==> src/rtl/cuca1_sequencer.sv <==
// Microprogrammed control unit for the cuca1 8-bit accumulator CPU: steps through
// fetch/decode/execute for the opcode in IR and drives the datapath control pins.
module cuca1_sequencer #(
  parameter int BITW       = 8,
  parameter int WAIT_LIMIT = 16
) (
  input  logic            clock,
  input  logic            n_reset,
  input  logic [BITW-1:0] ir,
  input  logic            acc_zero,
  input  logic            mem_ready,
  output logic [8:0]      mi,
  output logic            pc_inc,
  output logic            mar_ld,
  output logic [1:0]      alu_op,
  output logic            halted,
  output logic            fault
);

  localparam int ACC_EN = 0;
  localparam int ACC_RW = 1;
  localparam int PC_EN  = 2;
  localparam int PC_RW  = 3;
  localparam int IR_EN  = 4;
  localparam int IR_RW  = 5;
  localparam int MEM_EN = 6;
  localparam int MEM_RW = 7;
  localparam int END    = 8;

  localparam logic [2:0] OP_NOP = 3'b000;
  localparam logic [2:0] OP_STA = 3'b010;
  localparam logic [2:0] OP_ADD = 3'b011;
  localparam logic [2:0] OP_SUB = 3'b100;
  localparam logic [2:0] OP_JMP = 3'b101;
  localparam logic [2:0] OP_JZ  = 3'b110;
  localparam logic [2:0] OP_HLT = 3'b111;

  localparam logic [7:0] WAIT_LAST = 8'(WAIT_LIMIT - 1);

  typedef enum logic [3:0] {
    S_RESET, S_FETCH0, S_FETCH1, S_DECODE, S_OPER0,
    S_OPER1, S_EXEC, S_DONE, S_HALT, S_FAULT
  } state_t;

  state_t     state_q, state_d;
  logic [7:0] wait_cnt_q, wait_cnt_d;
  logic [2:0] opcode;
  logic       take_jump;
  logic       unused_operand;

  assign opcode         = ir[BITW-1 -: 3];
  assign take_jump      = (opcode == OP_JMP) || ((opcode == OP_JZ) && acc_zero);
  assign unused_operand = ^ir[BITW-4:0];

  always_ff @(posedge clock) begin
    if (!n_reset) begin
      state_q    <= S_RESET;
      wait_cnt_q <= '0;
    end else begin
      state_q    <= state_d;
      wait_cnt_q <= wait_cnt_d;
    end
  end

  always_comb begin
    state_d    = state_q;
    wait_cnt_d = '0;
    mi         = '0;
    pc_inc     = 1'b0;
    mar_ld     = 1'b0;
    alu_op     = 2'b00;
    halted     = 1'b0;
    fault      = 1'b0;

    unique case (state_q)
      S_RESET: state_d = S_FETCH0;
      S_FETCH0, S_OPER0: begin
        mi[PC_EN] = 1'b1;
        mar_ld    = 1'b1;
        state_d   = (state_q == S_FETCH0) ? S_FETCH1 : S_OPER1;
      end
      S_FETCH1: begin
        mi[MEM_EN] = 1'b1;
        mi[IR_EN]  = 1'b1;
        mi[IR_RW]  = 1'b1;
        if (mem_ready) begin
          pc_inc  = 1'b1;
          state_d = S_DECODE;
        end
      end
      S_DECODE: begin
        if (opcode == OP_NOP)      state_d = S_DONE;
        else if (opcode == OP_HLT) state_d = S_HALT;
        else                       state_d = S_OPER0;
      end
      S_OPER1: begin
        mi[MEM_EN] = 1'b1;
        if (take_jump) begin
          // The operand byte goes straight into PC, so PC must not also increment.
          mi[PC_EN] = 1'b1;
          mi[PC_RW] = 1'b1;
          if (mem_ready) state_d = S_DONE;
        end else if (opcode == OP_JZ) begin
          if (mem_ready) begin
            pc_inc  = 1'b1;
            state_d = S_DONE;
          end
        end else begin
          mar_ld = 1'b1;
          if (mem_ready) begin
            pc_inc  = 1'b1;
            state_d = S_EXEC;
          end
        end
      end
      S_EXEC: begin
        mi[MEM_EN] = 1'b1;
        mi[ACC_EN] = 1'b1;
        if (opcode == OP_STA) begin
          mi[MEM_RW] = 1'b1;
        end else begin
          mi[ACC_RW] = 1'b1;
          if (opcode == OP_ADD)      alu_op = 2'b01;
          else if (opcode == OP_SUB) alu_op = 2'b10;
        end
        if (mem_ready) state_d = S_DONE;
      end
      S_DONE: begin
        mi[END] = 1'b1;
        state_d = S_FETCH0;
      end
      S_HALT: halted = 1'b1;
      S_FAULT: begin
        halted = 1'b1;
        fault  = 1'b1;
      end
      default: state_d = S_RESET;
    endcase

    // Memory states share one timeout; a ready in the last allowed cycle still completes.
    if ((state_q == S_FETCH1 || state_q == S_OPER1 || state_q == S_EXEC) && !mem_ready) begin
      if (wait_cnt_q == WAIT_LAST) state_d = S_FAULT;
      else                         wait_cnt_d = wait_cnt_q + 8'd1;
    end
  end

endmodule

==> config.mk <==
export PLATFORM = sky130hd
export DESIGN_NAME = cuca1_sequencer
export DESIGN_NICKNAME = d
export VERILOG_FILES = /design/src/rtl/cuca1_sequencer.sv
export SDC_FILE = /design/constraint.sdc
export NUM_CORES = 1
export LEC_CHECK = 0
export BUFFER_PORTS_ARGS = -buffer_cell sky130_fd_sc_hd__clkbuf_2
export CAP_MARGIN = 30
export CORE_UTILIZATION = 40
export DETAILED_ROUTE_END_ITERATION = 10
export PLACE_DENSITY_LB_ADDON = 0.1
export SKIP_CTS_REPAIR_TIMING = 1
export SLEW_MARGIN = 25
export SYNTH_ARGS = -nofsm -noshare
export SYNTH_HDL_FRONTEND = slang
export SYNTH_SLANG_ARGS = --single-unit
==> constraint.sdc <==
create_clock -name clock -period 1.7 [get_ports clock]
set_clock_uncertainty 0.1 [all_clocks]
set_input_delay 0.34 -clock clock [delete_from_list [all_inputs] [get_ports clock]]
set_output_delay 0.34 -clock clock [all_outputs]
set_load 0.02 [all_outputs]
# After elaboration in Yosys (flattened, before gate mapping)
# Index checks and enable logic that the tools add are counted.
# word_totals
word_cells,67
reg_bits,12
output_inout_bits,15
in_bits,12
# op_classes
n_bitwise,2
n_addsub,1
reduce_logical,13
n_mux,33
n_eq_ne,16
# op_table
cell,n
2-to-1 mux 4 bit,9
one-hot mux 4 bit (7 select lines),1
"== test 4 x 3 -> 1 bit, second input constant",4
2-to-1 mux 2 bit,7
"== test 3 bit, second input constant",4
2-to-1 mux 1 bit,12
"adder 8 x 1 -> 8 bit, second input constant",1
"== test 4 x 2 -> 1 bit, second input constant",2
"== test 4 bit, second input constant",2
"== test 8 x 4 -> 1 bit, second input constant",1
"== test 3 x 2 -> 1 bit, second input constant",2
one-hot mux 1 bit (2 select lines),3
OR reduction 2 bit,3
OR reduction 3 bit,2
"== test 4 x 1 -> 1 bit, second input constant",1
logical NOT 4 bit,1
logical NOT 3 bit,1
logical OR 1 bit,3
2-to-1 mux 3 bit,1
logical AND 1 bit,2
inverter 1 bit,2
logical NOT 1 bit,1

# Longest topological paths before layout
# Gate-level depths: netlist of run 1.
# depth
ltp_word,7
depth_mapped,5
ltp_nobuf,5

# Worst setup path before layout of run 1
# Ideal clock, no wire load.
# synth_timing
path_kind,in2out
start,in ir[6]
end,out pc_inc
path_buffers,1
required_ns,1.260
stages,5
slack_ns,-0.215
arrival_ns,1.475
path_cell_list,buf_2 -> and3b_1 -> o21ai_1 -> a22oi_1 -> nor3b_1
# synth_via
elab_chain_cells,5
word_cells_on_any_way,6
cone_classes,eq/ne (2); mux (2); reduce/logical (2)
# synth_rtl
item,line_no,text
from (decl),9,"input logic [BITW-1:0] ir,"
== test 3 bit,"52, 103",
logical AND 1 bit,52,assign take_jump = (opcode == OP_JMP) || ((opcode == OP_JZ) && acc_zero);
logical OR 1 bit *,52,
2-to-1 mux 1 bit *,98,if (take_jump) begin
one-hot mux 1 bit (2 select lines) *,75,unique case (state_q)
to (decl),13,"output logic pc_inc,"
# Every way passes the cells marked *; elsewhere a longest branch is shown, timed or not.

# Worst setup path in the final report of run 1
# layout_timing
start,reg state_q[0]
end,out alu_op[1]
# layout_via
elab_chain_cells,2
# layout_rtl
item,line_no,text
from (decl),45,"state_t state_q, state_d;"
from (signal assigned),60,state_q <= state_d;
== test 4 x 3 -> 1 bit,75,
2-to-1 mux 2 bit,75,
to (decl),15,"output logic [1:0] alu_op,"
# Every way passes these cells.

==> metrics.txt, run 1 <==
# TYPE chip_impl_metric gauge
chip_impl_metric{name="routed_via_density",unit=""} 5.09
chip_impl_metric{name="powerDensity",unit="nW/um^2"} 623
chip_impl_metric{name="ys_async_sr_fraction",unit=""} 0
chip_impl_metric{name="clock_insertion_delay_worst_skew",unit="ns"} 0.26
chip_impl_metric{name="crit_required",unit="ns"} 1.26
chip_impl_info{name="outcome",value="finished, violations left"} 1
chip_impl_metric{name="multi_input_area",unit="um^2"} 603
chip_impl_metric{name="clk_pin_slew_worst_paths",unit="ns"} 0.06
chip_impl_metric{name="via_count_of_the_first_global_routing_pass",unit=""} 682
chip_impl_info{name="clock-root-buffer",value="clkbuf_4"} 1
chip_impl_metric{name="layoutNonFillerInstCount",unit=""} 163
chip_impl_metric{name="sequential_cell_area",unit="um^2"} 246
chip_impl_info{name="rsz0062_at_grt",value="yes"} 1
chip_impl_metric{name="report.final.setup_viol",unit=""} 10
chip_impl_metric{name="post_drt_wl_per_cell",unit="um"} 11.3
chip_impl_metric{name="fp.coreArea",unit="um^2"} 1980
chip_impl_metric{name="initial_utilization",unit=""} 0.429
chip_impl_metric{name="slew-limit-headroom",unit=""} 0.815
chip_impl_metric{name="hold_violations",unit=""} 0
chip_impl_metric{name="seq_area_frac_synth",unit=""} 0.283
chip_impl_metric{name="design.final.nets",unit=""} 151
chip_impl_metric{name="design_power_total",unit="mW"} 0.778
chip_impl_info{name="timing_worst_setup_path_type",value="reg2out"} 1
chip_impl_metric{name="cts.path.max_buffers",unit=""} 2
chip_impl_metric{name="finalMaxSlewViolations",unit=""} 0
chip_impl_metric{name="layout-area-overhead-vs-synth",unit="%"} 47.0
chip_impl_metric{name="critical_path.max_fanout",unit=""} 4
chip_impl_metric{name="grt_antenna_before_repair",unit=""} 0
chip_impl_metric{name="worstPathArrival",unit="ns"} 1.53
chip_impl_metric{name="synth_cell_types",unit=""} 42
chip_impl_metric{name="grtUsageTotal",unit=""} 0.175
chip_impl_info{name="violations_in_the_final_reports",value="setup timing"} 1
chip_impl_metric{name="fin_crit_period",unit="ns"} 1.97
chip_impl_metric{name="timing.setup.tns",unit="ns"} -1.47
chip_impl_metric{name="cap_viol_max_count",unit=""} 0
chip_impl_metric{name="ratio_of_cells_with_drive_above_1_in_the_final_layout",unit=""} 0.434
chip_impl_metric{name="synthesis.yosys.warnings",unit=""} 0
chip_impl_metric{name="io_pins",unit=""} 27
chip_impl_metric{name="global_route.overflow_total",unit=""} 0
chip_impl_metric{name="syn_area",unit="um^2"} 850
chip_impl_metric{name="num-fill-cells",unit=""} 175
chip_impl_metric{name="cellLeakagePower",unit="nW"} 0.500
chip_impl_metric{name="postSynthRegisterBits",unit=""} 12
chip_impl_info{name="cp-end-kind",value="output pin"} 1
chip_impl_metric{name="numCtsBuffers",unit=""} 3
chip_impl_metric{name="fp.dieArea",unit="um^2"} 2310
chip_impl_metric{name="io_buffers",unit=""} 21
chip_impl_metric{name="max_freq",unit="MHz"} 507
chip_impl_metric{name="fin_util",unit=""} 0.630
chip_impl_info{name="worstHoldPathType",value="in2reg"} 1
chip_impl_metric{name="wl",unit="mm"} 1.84
chip_impl_info{name="synth_top_cells_by_area",value="dfxtp_1 (28%), nor2_1 (5.3%), nor3b_1 (4.4%)"} 1
chip_impl_metric{name="hold_ws",unit="ns"} 0.268
chip_impl_metric{name="ant_nets",unit=""} 0
chip_impl_metric{name="detailedPlacementHpwl",unit="mm"} 1.41
chip_impl_metric{name="vias_post_dr",unit=""} 829
chip_impl_metric{name="htree_num_levels",unit=""} 1
chip_impl_metric{name="synth.net_count",unit=""} 115
chip_impl_metric{name="peakVddDrop",unit="mV"} 0.374
chip_impl_info{name="tritoncts_clock_tree",value="done"} 1
chip_impl_metric{name="avgSynthCellArea",unit="um^2"} 8.33
chip_impl_metric{name="yosysTopAreaCellShare",unit=""} 0.283
chip_impl_metric{name="place_congestion",unit=""} 0.924
chip_impl_metric{name="grt_max_degree",unit=""} 13
chip_impl_info{name="synth-main-ff-cell",value="dfxtp_1"} 1
chip_impl_metric{name="clkSinkCount",unit=""} 12
chip_impl_metric{name="first_pass_grt_wire_length",unit="mm"} 2.83
chip_impl_metric{name="placed_cells",unit=""} 157
chip_impl_metric{name="post-route-period-util",unit=""} 1.16
chip_impl_metric{name="post-route-drc-count",unit=""} 0
chip_impl_metric{name="die_height",unit="um"} 48.1
chip_impl_metric{name="die_width",unit="um"} 48.1
chip_impl_metric{name="drt_iter0_markers",unit=""} 7
chip_impl_metric{name="post_synth_inst_count",unit=""} 102
chip_impl_info{name="ys_top_cells_by_count",value="dfxtp_1 (12), nor2_1 (12), nand2_1 (7)"} 1
chip_impl_metric{name="synth-edff-count",unit=""} 0
chip_impl_info{name="netlist.top_cell.by_area",value="dfxtp_1"} 1
chip_impl_metric{name="drt_first_pass_iters",unit=""} 4
chip_impl_metric{name="transition_time_at_the_pin_with_the_least_slew_margin",unit="ns"} 0.278
chip_impl_metric{name="antenna-diode-count",unit=""} 0
chip_impl_metric{name="rows",unit=""} 16
chip_impl_info{name="start_kind",value="flop"} 1
chip_impl_metric{name="layout_setup_ws",unit="ns"} -0.271
[critical path: stages, from the launching register on]
cell and delay, ns:
dfxtp_2 0.32, nand2b_4 0.13, or3b_4 0.41, nor4b_2 0.22, buf_2 0.20
[registers in the layout (all words and copies together), names as in the netlist]
signal      flops
state_q         4
wait_cnt_q      8
[area by class of cell]
cell class	count	area share
clock buffers	3	0.0180
repair buffers	38	0.266
flip-flops and latches	12	0.197
well taps	27	0.0271
inverters	3	0.00902
multi-input cells	80	0.483
[cell families after synthesis]
kind of cell / after synthesis / share of synthesized area
buf+inv: 10 / 0.0692
fa+ha+maj: 1 / 0.0147
flops: 12 / 0.283
simple gates: 57 / 0.432
xor+xnor: 7 / 0.0722
compound gates: 15 / 0.130
[placed cells by master, fill, tap and decap left out, types with 2 or more instances in the layout]
cell type / count
inv_1: 3
nor4_1: 2
nor3b_1: 3
clkbuf_2: 7
buf_2: 3
a211oi_1: 2
xor2_1: 3
buf_4: 17
nor2_1: 12
o22ai_1: 2
dfxtp_1: 9
nand3_1: 3
clkbuf_4: 3
a21oi_1: 3
dfxtp_2: 2
nor3_1: 5
buf_8: 2
nand2_2: 2
nand3b_1: 2
xnor2_1: 4
nor3b_2: 2
nand2_1: 5
buf_6: 7
nor2b_1: 5
[per-stage QoR]
stage | cell area [um^2] | setup slack, ns
2_1_floorplan | 862 | -0.109
3_3_place_gp | 1060 | -0.0292
3_5_place_dp | 1060 | -0.0409
4_1_cts | 1080 | -0.328
5_1_grt | 1250 | -0.346
6_report | 1250 | -0.271
[path summary, 6_finish.rpt]
path	start	endpoint	slack, ns	depth (start not counted)
worst max-delay path	state_q[0]$_SDFF_PN0_	alu_op[1]	-0.27	4
worst min-delay path	n_reset	state_q[3]$_SDFF_PN0_	0.27	3
worst max register to register	state_q[2]$_SDFF_PN0_	state_q[0]$_SDFF_PN0_	0.16	6
worst min register to register	wait_cnt_q[0]$_SDFF_PP0_	wait_cnt_q[0]$_SDFF_PP0_	0.37	1
[power by group]
| part | total (mW) | switching, mW | internal (mW) |
|---|---|---|---|
| combinational | 0.312 | 0.161 | 0.151 |
| sequential | 0.305 | 0.0103 | 0.295 |
| clock | 0.161 | 0.0792 | 0.0816 |
| total | 0.778 | 0.250 | 0.528 |
[layer usage]
layer  GRT usage  wire [um]  vias up
met5           0          0        -
met4      0.0333         12        0
met3      0.0453         75        2
met2       0.268        824       19
met1       0.246        927      373
li1            -          -      435
Power figures use the tool's default switching activity.
==> run 2: changes to the inputs <==
- ABC_AREA: not set -> 1
==> metrics.txt, run 2 <==
# TYPE chip_impl_metric gauge
chip_impl_info{name="outcome",value="finished, violations left"} 1
chip_impl_info{name="violations_in_the_final_reports",value="setup timing"} 1
chip_impl_metric{name="layout-area-overhead-vs-synth",unit="%"} 35.9
chip_impl_metric{name="avgSynthCellArea",unit="um^2"} 6.29
chip_impl_metric{name="layout_setup_ws",unit="ns"} -0.0965
chip_impl_metric{name="powerDensity",unit="nW/um^2"} 776
chip_impl_metric{name="worst_hold_path.num_cells",unit=""} 3
chip_impl_metric{name="io_buffers",unit=""} 21
chip_impl_metric{name="wl",unit="mm"} 1.83
chip_impl_metric{name="cts.path.max_buffers",unit=""} 2
chip_impl_metric{name="synthesis.yosys.warnings",unit=""} 0
chip_impl_info{name="rsz0062_at_grt",value="yes"} 1
chip_impl_metric{name="htree_num_levels",unit=""} 1
chip_impl_metric{name="wl_met3",unit="um"} 105
chip_impl_metric{name="sequential_cell_area",unit="um^2"} 245
chip_impl_metric{name="critical_path.max_fanout",unit=""} 5
chip_impl_metric{name="hold_ws",unit="ns"} 0.255
chip_impl_metric{name="num-fill-cells",unit=""} 195
chip_impl_metric{name="drt_iter0_markers",unit=""} 20
chip_impl_info{name="synth_top_cells_by_area",value="dfxtp_1 (30%), nand2_1 (11%), inv_1 (10%)"} 1
chip_impl_metric{name="fp.dieArea",unit="um^2"} 2180
chip_impl_metric{name="numCtsBuffers",unit=""} 3
chip_impl_metric{name="routed_via_density",unit=""} 4.77
chip_impl_info{name="most_frequent_cells_in_the_layout",value="nand2_1 (23), nor2_1 (21), inv_1 (19)"} 1
chip_impl_metric{name="global_route.overflow_total",unit=""} 0
chip_impl_metric{name="worst-r2r-setup-slack",unit="ns"} 0.18
chip_impl_metric{name="cellLeakagePower",unit="nW"} 0.539
chip_impl_metric{name="place_congestion",unit=""} 0.803
chip_impl_metric{name="largest_register_ff_count",unit=""} 8
chip_impl_metric{name="hold_violations",unit=""} 0
chip_impl_metric{name="placedInstanceArea",unit="um^2"} 963
chip_impl_metric{name="ratio_of_cells_with_drive_above_1_in_the_final_layout",unit=""} 0.327
chip_impl_info{name="top_regs",value="wait_cnt_q (8), state_q (4)"} 1
chip_impl_metric{name="io_pins",unit=""} 27
chip_impl_metric{name="detailedPlacementHpwl",unit="mm"} 1.40
chip_impl_metric{name="peakVddDrop",unit="mV"} 0.349
chip_impl_metric{name="clk_pin_slew_worst_paths",unit="ns"} 0.07
chip_impl_info{name="tritoncts_clock_tree",value="done"} 1
chip_impl_info{name="worstHoldPathType",value="in2reg"} 1
chip_impl_info{name="cp-end-kind",value="output pin"} 1
chip_impl_metric{name="rows",unit=""} 15
chip_impl_metric{name="design.final.nets",unit=""} 174
chip_impl_metric{name="fin_util",unit=""} 0.602
chip_impl_metric{name="finalMaxSlewViolations",unit=""} 0
chip_impl_metric{name="cap_viol_max_count",unit=""} 0
chip_impl_metric{name="clock_insertion_delay_worst_skew",unit="ns"} 0.27
chip_impl_metric{name="worstPathArrival",unit="ns"} 1.36
chip_impl_info{name="ys_top_cells_by_count",value="nand2_1 (24), inv_1 (22), nor2_1 (22)"} 1
chip_impl_metric{name="post-route-period-util",unit=""} 1.06
chip_impl_metric{name="initial_utilization",unit=""} 0.443
chip_impl_metric{name="drt_first_pass_iters",unit=""} 4
chip_impl_metric{name="finish.instance_area",unit="um^2"} 1080
chip_impl_metric{name="fin_crit_period",unit="ns"} 1.80
chip_impl_info{name="yosysMostFrequentCell",value="nand2_1"} 1
chip_impl_metric{name="antenna-diode-count",unit=""} 0
chip_impl_metric{name="post_synth_inst_count",unit=""} 127
chip_impl_metric{name="synth-edff-count",unit=""} 0
chip_impl_info{name="clock-root-buffer",value="clkbuf_4"} 1
chip_impl_metric{name="crit_required",unit="ns"} 1.26
chip_impl_metric{name="synth_cell_types",unit=""} 23
chip_impl_metric{name="postSynthRegisterBits",unit=""} 12
chip_impl_info{name="most_frequent_standard_cell_in_the_layout_excluding_fill_and_tap_cells",value="nand2_1"} 1
chip_impl_metric{name="timing.setup.tns",unit="ns"} -0.622
chip_impl_metric{name="post-route-drc-count",unit=""} 0
chip_impl_metric{name="met2_wirelength",unit="um"} 827
chip_impl_metric{name="fp.coreArea",unit="um^2"} 1800
chip_impl_metric{name="ys_async_sr_fraction",unit=""} 0
chip_impl_metric{name="timing.reg2reg.worst_path_depth",unit=""} 9
chip_impl_metric{name="routedLengthMet1",unit="um"} 893
chip_impl_info{name="timing_worst_setup_path_type",value="reg2out"} 1
chip_impl_metric{name="transition_time_at_the_pin_with_the_least_slew_margin",unit="ns"} 0.422
chip_impl_info{name="routed.top_layer",value="met3"} 1
chip_impl_metric{name="post_drt_wl_per_cell",unit="um"} 9.92
chip_impl_metric{name="first_pass_grt_wire_length",unit="mm"} 2.83
chip_impl_metric{name="vias_post_dr",unit=""} 878
chip_impl_metric{name="via_count_of_the_first_global_routing_pass",unit=""} 702
chip_impl_metric{name="grt_max_degree",unit=""} 9
chip_impl_metric{name="clkSinkCount",unit=""} 12
chip_impl_metric{name="placed_cells",unit=""} 176
chip_impl_metric{name="max_freq",unit="MHz"} 557
chip_impl_info{name="synth-main-ff-cell",value="dfxtp_1"} 1
chip_impl_metric{name="report.final.setup_viol",unit=""} 11
chip_impl_metric{name="layoutNonFillerInstCount",unit=""} 184
chip_impl_metric{name="multi_input_area",unit="um^2"} 504
chip_impl_metric{name="seq_area_frac_synth",unit=""} 0.301
chip_impl_metric{name="die_height",unit="um"} 46.7
chip_impl_metric{name="slew-limit-headroom",unit=""} 0.716
chip_impl_info{name="largest-register",value="wait_cnt_q"} 1
chip_impl_metric{name="synth.net_count",unit=""} 140
chip_impl_metric{name="die_width",unit="um"} 46.7
chip_impl_metric{name="preCtsSetupSlack",unit="ns"} 0.0313
chip_impl_info{name="start_kind",value="flop"} 1
chip_impl_metric{name="design_power_total",unit="mW"} 0.841
chip_impl_metric{name="yosysTopAreaCellShare",unit=""} 0.301
chip_impl_info{name="netlist.top_cell.by_area",value="dfxtp_1"} 1
chip_impl_metric{name="syn_area",unit="um^2"} 798
chip_impl_metric{name="grt_antenna_before_repair",unit=""} 0
chip_impl_metric{name="ant_nets",unit=""} 0
chip_impl_metric{name="grtUsageTotal",unit=""} 0.182
-- run 2: cells by family (layout without fill, tap and decap cells) --
kind of cell,Yosys count,count (layout),share of synthesized area
flip-flops,12,12,0.301
XOR/XNOR,4,4,0.0439
adder cells (fa/ha/maj),1,1,0.0157
buffers and inverters,24,56,0.118
AO/OA/AOI/OAI,14,14,0.0925
AND/OR/NAND/NOR,72,72,0.429
-- run 2: where the power goes --
group	switching, mW	internal [mW]	total (mW)
combinational	0.212	0.142	0.354
sequential	0.0179	0.300	0.318
clock	0.0876	0.0820	0.170
total	0.318	0.524	0.841
-- run 2: critical path: stages (launching register included) --
cell     delay (ns)
dfxtp_4        0.37
buf_4          0.14
inv_2          0.05
nand2_1        0.07
o21a_1         0.21
o21ai_1        0.09
buf_4          0.16
-- run 2: worst paths after layout --
check,from,endpoint
min reg2reg,wait_cnt_q[0]$_SDFF_PP0_,wait_cnt_q[0]$_SDFF_PP0_
max reg2reg,state_q[2]$_SDFF_PN0_,state_q[1]$_SDFF_PN0_
min,n_reset,state_q[0]$_SDFF_PN0_
max,state_q[1]$_SDFF_PN0_,mi[2]
-- run 2: per-layer routing --
metal,up-vias,global-route usage
met2,26,0.278
li1,466,-
met4,0,0.0343
met1,386,0.250
met3,0,0.0588
met5,-,0
-- run 2: cell type report --
type / count / share of cell area
inverters: 23 / 0.0796
flip-flops and latches: 12 / 0.226
well taps: 25 / 0.0288
clock buffers: 3 / 0.0208
multi-input cells: 91 / 0.465
repair buffers: 30 / 0.180
==> run 3: changes to the inputs <==
- SKIP_CTS_REPAIR_TIMING: 1 -> not set
==> metrics.txt, run 3 (same netlist as run 2, synthesis figures left out) <==
# TYPE chip_impl_metric gauge
chip_impl_metric{name="internal_power",unit="mW"} 0.536
chip_impl_metric{name="die_width",unit="um"} 46.7
chip_impl_metric{name="first_pass_grt_wire_length",unit="mm"} 3.10
chip_impl_info{name="violations_in_the_final_reports",value="setup timing"} 1
chip_impl_metric{name="placed_cells",unit=""} 176
chip_impl_metric{name="seq_pwr_share",unit=""} 0.363
chip_impl_metric{name="timing.setup.tns",unit="ns"} -0.479
chip_impl_metric{name="cellLeakagePower",unit="nW"} 0.558
chip_impl_metric{name="die_height",unit="um"} 46.7
chip_impl_metric{name="fp.coreArea",unit="um^2"} 1800
chip_impl_metric{name="crit_required",unit="ns"} 1.26
chip_impl_info{name="most_frequent_cells_in_the_layout",value="nand2_1 (23), nor2_1 (20), inv_1 (18)"} 1
chip_impl_metric{name="power.clock.fraction",unit=""} 0.195
chip_impl_metric{name="fp.dieArea",unit="um^2"} 2180
chip_impl_metric{name="io_buffers",unit=""} 21
chip_impl_metric{name="cap_viol_max_count",unit=""} 0
chip_impl_metric{name="place_congestion",unit=""} 0.803
chip_impl_info{name="start_kind",value="flop"} 1
chip_impl_metric{name="critical_path.max_fanout",unit=""} 4
chip_impl_info{name="largest-register",value="wait_cnt_q"} 1
chip_impl_metric{name="layout-area-overhead-vs-synth",unit="%"} 44.2
chip_impl_info{name="tritoncts_clock_tree",value="done"} 1
chip_impl_metric{name="numCtsBuffers",unit=""} 3
chip_impl_metric{name="switching_share",unit=""} 0.384
chip_impl_metric{name="initial_utilization",unit=""} 0.443
chip_impl_metric{name="report.final.setup_viol",unit=""} 9
chip_impl_metric{name="vias_post_dr",unit=""} 918
chip_impl_metric{name="cts_hold_buffers",unit=""} 0
chip_impl_metric{name="timing.reg2reg.worst_path_depth",unit=""} 11
chip_impl_metric{name="io_pins",unit=""} 27
chip_impl_metric{name="grt_antenna_before_repair",unit=""} 0
chip_impl_metric{name="ant_nets",unit=""} 0
chip_impl_metric{name="fin_crit_period",unit="ns"} 1.81
chip_impl_metric{name="grt_max_degree",unit=""} 9
chip_impl_info{name="clock-root-buffer",value="clkbuf_4"} 1
chip_impl_metric{name="ratio_of_cells_with_drive_above_1_in_the_final_layout",unit=""} 0.370
chip_impl_info{name="cp-end-kind",value="output pin"} 1
chip_impl_info{name="cp-startpoint",value="state_q[2]$_SDFF_PN0_"} 1
chip_impl_metric{name="htree_num_levels",unit=""} 1
chip_impl_metric{name="global_route.overflow_total",unit=""} 0
chip_impl_metric{name="via_count_of_the_first_global_routing_pass",unit=""} 754
chip_impl_metric{name="preCtsSetupSlack",unit="ns"} 0.0313
chip_impl_metric{name="antenna-diode-count",unit=""} 0
chip_impl_metric{name="peakVddDrop",unit="mV"} 0.349
chip_impl_metric{name="powerDensity",unit="nW/um^2"} 756
chip_impl_metric{name="cts.path.max_buffers",unit=""} 2
chip_impl_info{name="worstHoldPathType",value="in2reg"} 1
chip_impl_info{name="rsz0062_at_grt",value="yes"} 1
chip_impl_metric{name="layoutNonFillerInstCount",unit=""} 187
chip_impl_info{name="outcome",value="finished, violations left"} 1
chip_impl_metric{name="clock_insertion_delay_worst_skew",unit="ns"} 0.27
chip_impl_metric{name="fin_util",unit=""} 0.639
chip_impl_metric{name="grtUsageTotal",unit=""} 0.199
chip_impl_metric{name="hold_violations",unit=""} 0
chip_impl_metric{name="worstPathArrival",unit="ns"} 1.37
chip_impl_info{name="most_frequent_standard_cell_in_the_layout_excluding_fill_and_tap_cells",value="nand2_1"} 1
chip_impl_metric{name="routed_via_density",unit=""} 4.91
chip_impl_metric{name="slew-limit-headroom",unit=""} 0.717
chip_impl_metric{name="worst-r2r-setup-slack",unit="ns"} 0.13
chip_impl_info{name="crit-reg2reg-capture",value="state_q[0]$_SDFF_PN0_"} 1
chip_impl_metric{name="post_drt_wl_per_cell",unit="um"} 10.5
chip_impl_info{name="worstSetupEndpoint",value="mar_ld"} 1
chip_impl_metric{name="design.final.nets",unit=""} 177
chip_impl_info{name="timing_worst_setup_path_type",value="reg2out"} 1
chip_impl_metric{name="drt_first_pass_iters",unit=""} 4
chip_impl_metric{name="layout_setup_ws",unit="ns"} -0.115
chip_impl_metric{name="wl",unit="mm"} 1.97
chip_impl_metric{name="post-route-period-util",unit=""} 1.07
chip_impl_metric{name="clkSinkCount",unit=""} 12
chip_impl_info{name="top_regs",value="wait_cnt_q (8), state_q (4)"} 1
chip_impl_metric{name="transition_time_at_the_pin_with_the_least_slew_margin",unit="ns"} 0.422
chip_impl_metric{name="max_freq",unit="MHz"} 551
chip_impl_metric{name="power.net_switching",unit="mW"} 0.334
chip_impl_info{name="r2r_start",value="state_q[2]$_SDFF_PN0_"} 1
chip_impl_metric{name="finalMaxSlewViolations",unit=""} 0
chip_impl_metric{name="rows",unit=""} 15
chip_impl_metric{name="drt_iter0_markers",unit=""} 15
chip_impl_metric{name="clk_pin_slew_worst_paths",unit="ns"} 0.07
chip_impl_metric{name="post-route-drc-count",unit=""} 0
chip_impl_metric{name="largest_register_ff_count",unit=""} 8
chip_impl_metric{name="pwr-share-comb",unit=""} 0.442
chip_impl_metric{name="detailedPlacementHpwl",unit="mm"} 1.40
## run 3: cell types whose count changed in the layout (fill, tap and decap cells not counted), sizes merged
cell,change
clkbuf,+2
buf,+1
## run 3: worst min path at each step
stage | start | endpoint | depth (start not counted)
finish | n_reset | state_q[0]$_SDFF_PN0_ | 3
global route | n_reset | state_q[0]$_SDFF_PN0_ | 3
CTS | n_reset | state_q[0]$_SDFF_PN0_ | 3
detailed placement | wait_cnt_q[0]$_SDFF_PP0_ | wait_cnt_q[0]$_SDFF_PP0_ | 1
global placement | wait_cnt_q[0]$_SDFF_PP0_ | wait_cnt_q[0]$_SDFF_PP0_ | 1
floorplan | wait_cnt_q[0]$_SDFF_PP0_ | wait_cnt_q[0]$_SDFF_PP0_ | 1
## run 3: timing repair
item / 4_1_cts / 5_1_grt
buffers inserted: 6 / 2
cloned: 0 / 0
setup endpoints to repair: 11 / 15
gates resized for setup: 25 / 21
pin swaps: 5 / 2
## run 3: area by class of cell
cell class / instances / area, um^2
Inverter: 23 / 88.8
Multi-Input combinational cell: 91 / 522
Sequential cell: 12 / 246
Timing Repair Buffer: 33 / 240
Clock buffer: 3 / 22.5
Fill cell: 186 / 651
Tap cell: 25 / 31.3
## run 3: layer usage
| metal | GRT usage | routed length (um) | share of wire | up-vias |
|---|---|---|---|---|
| met4 | 0.0343 | 8 | 0.0041 | 0 |
| li1 | - | - | - | 474 |
| met3 | 0.0588 | 121 | 0.061 | 2 |
| met5 | 0 | 0 | 0 | - |
| met2 | 0.319 | 912 | 0.46 | 32 |
| met1 | 0.264 | 925 | 0.47 | 410 |
## run 3: worst max-delay path, stage by stage, from the launching register on
cell,delay [ns]
dfxtp_2,0.35
inv_2,0.05
nor2_4,0.16
inv_2,0.05
o21a_1,0.20
o21ai_1,0.11
buf_4,0.17
## run 3: stage by stage
stage               instance area [um^2]  total power [mW]  hold WS (ns)
floorplan                            805             0.520         0.329
global placement                     963             0.611         0.341
detailed placement                   963             0.615         0.351
CTS                                 1100             0.855         0.256
global route                        1150             0.927         0.286
finish                              1150             0.870         0.258
## run 3: power by group through the flow
stage               registers [mW]  clock network (mW)  logic [mW]
detailed placement           0.318                   0       0.297
finish                       0.316               0.170       0.384
CTS                          0.313               0.180       0.363
floorplan                    0.319                   0       0.201
global route                 0.318               0.192       0.417
global placement             0.318                   0       0.292
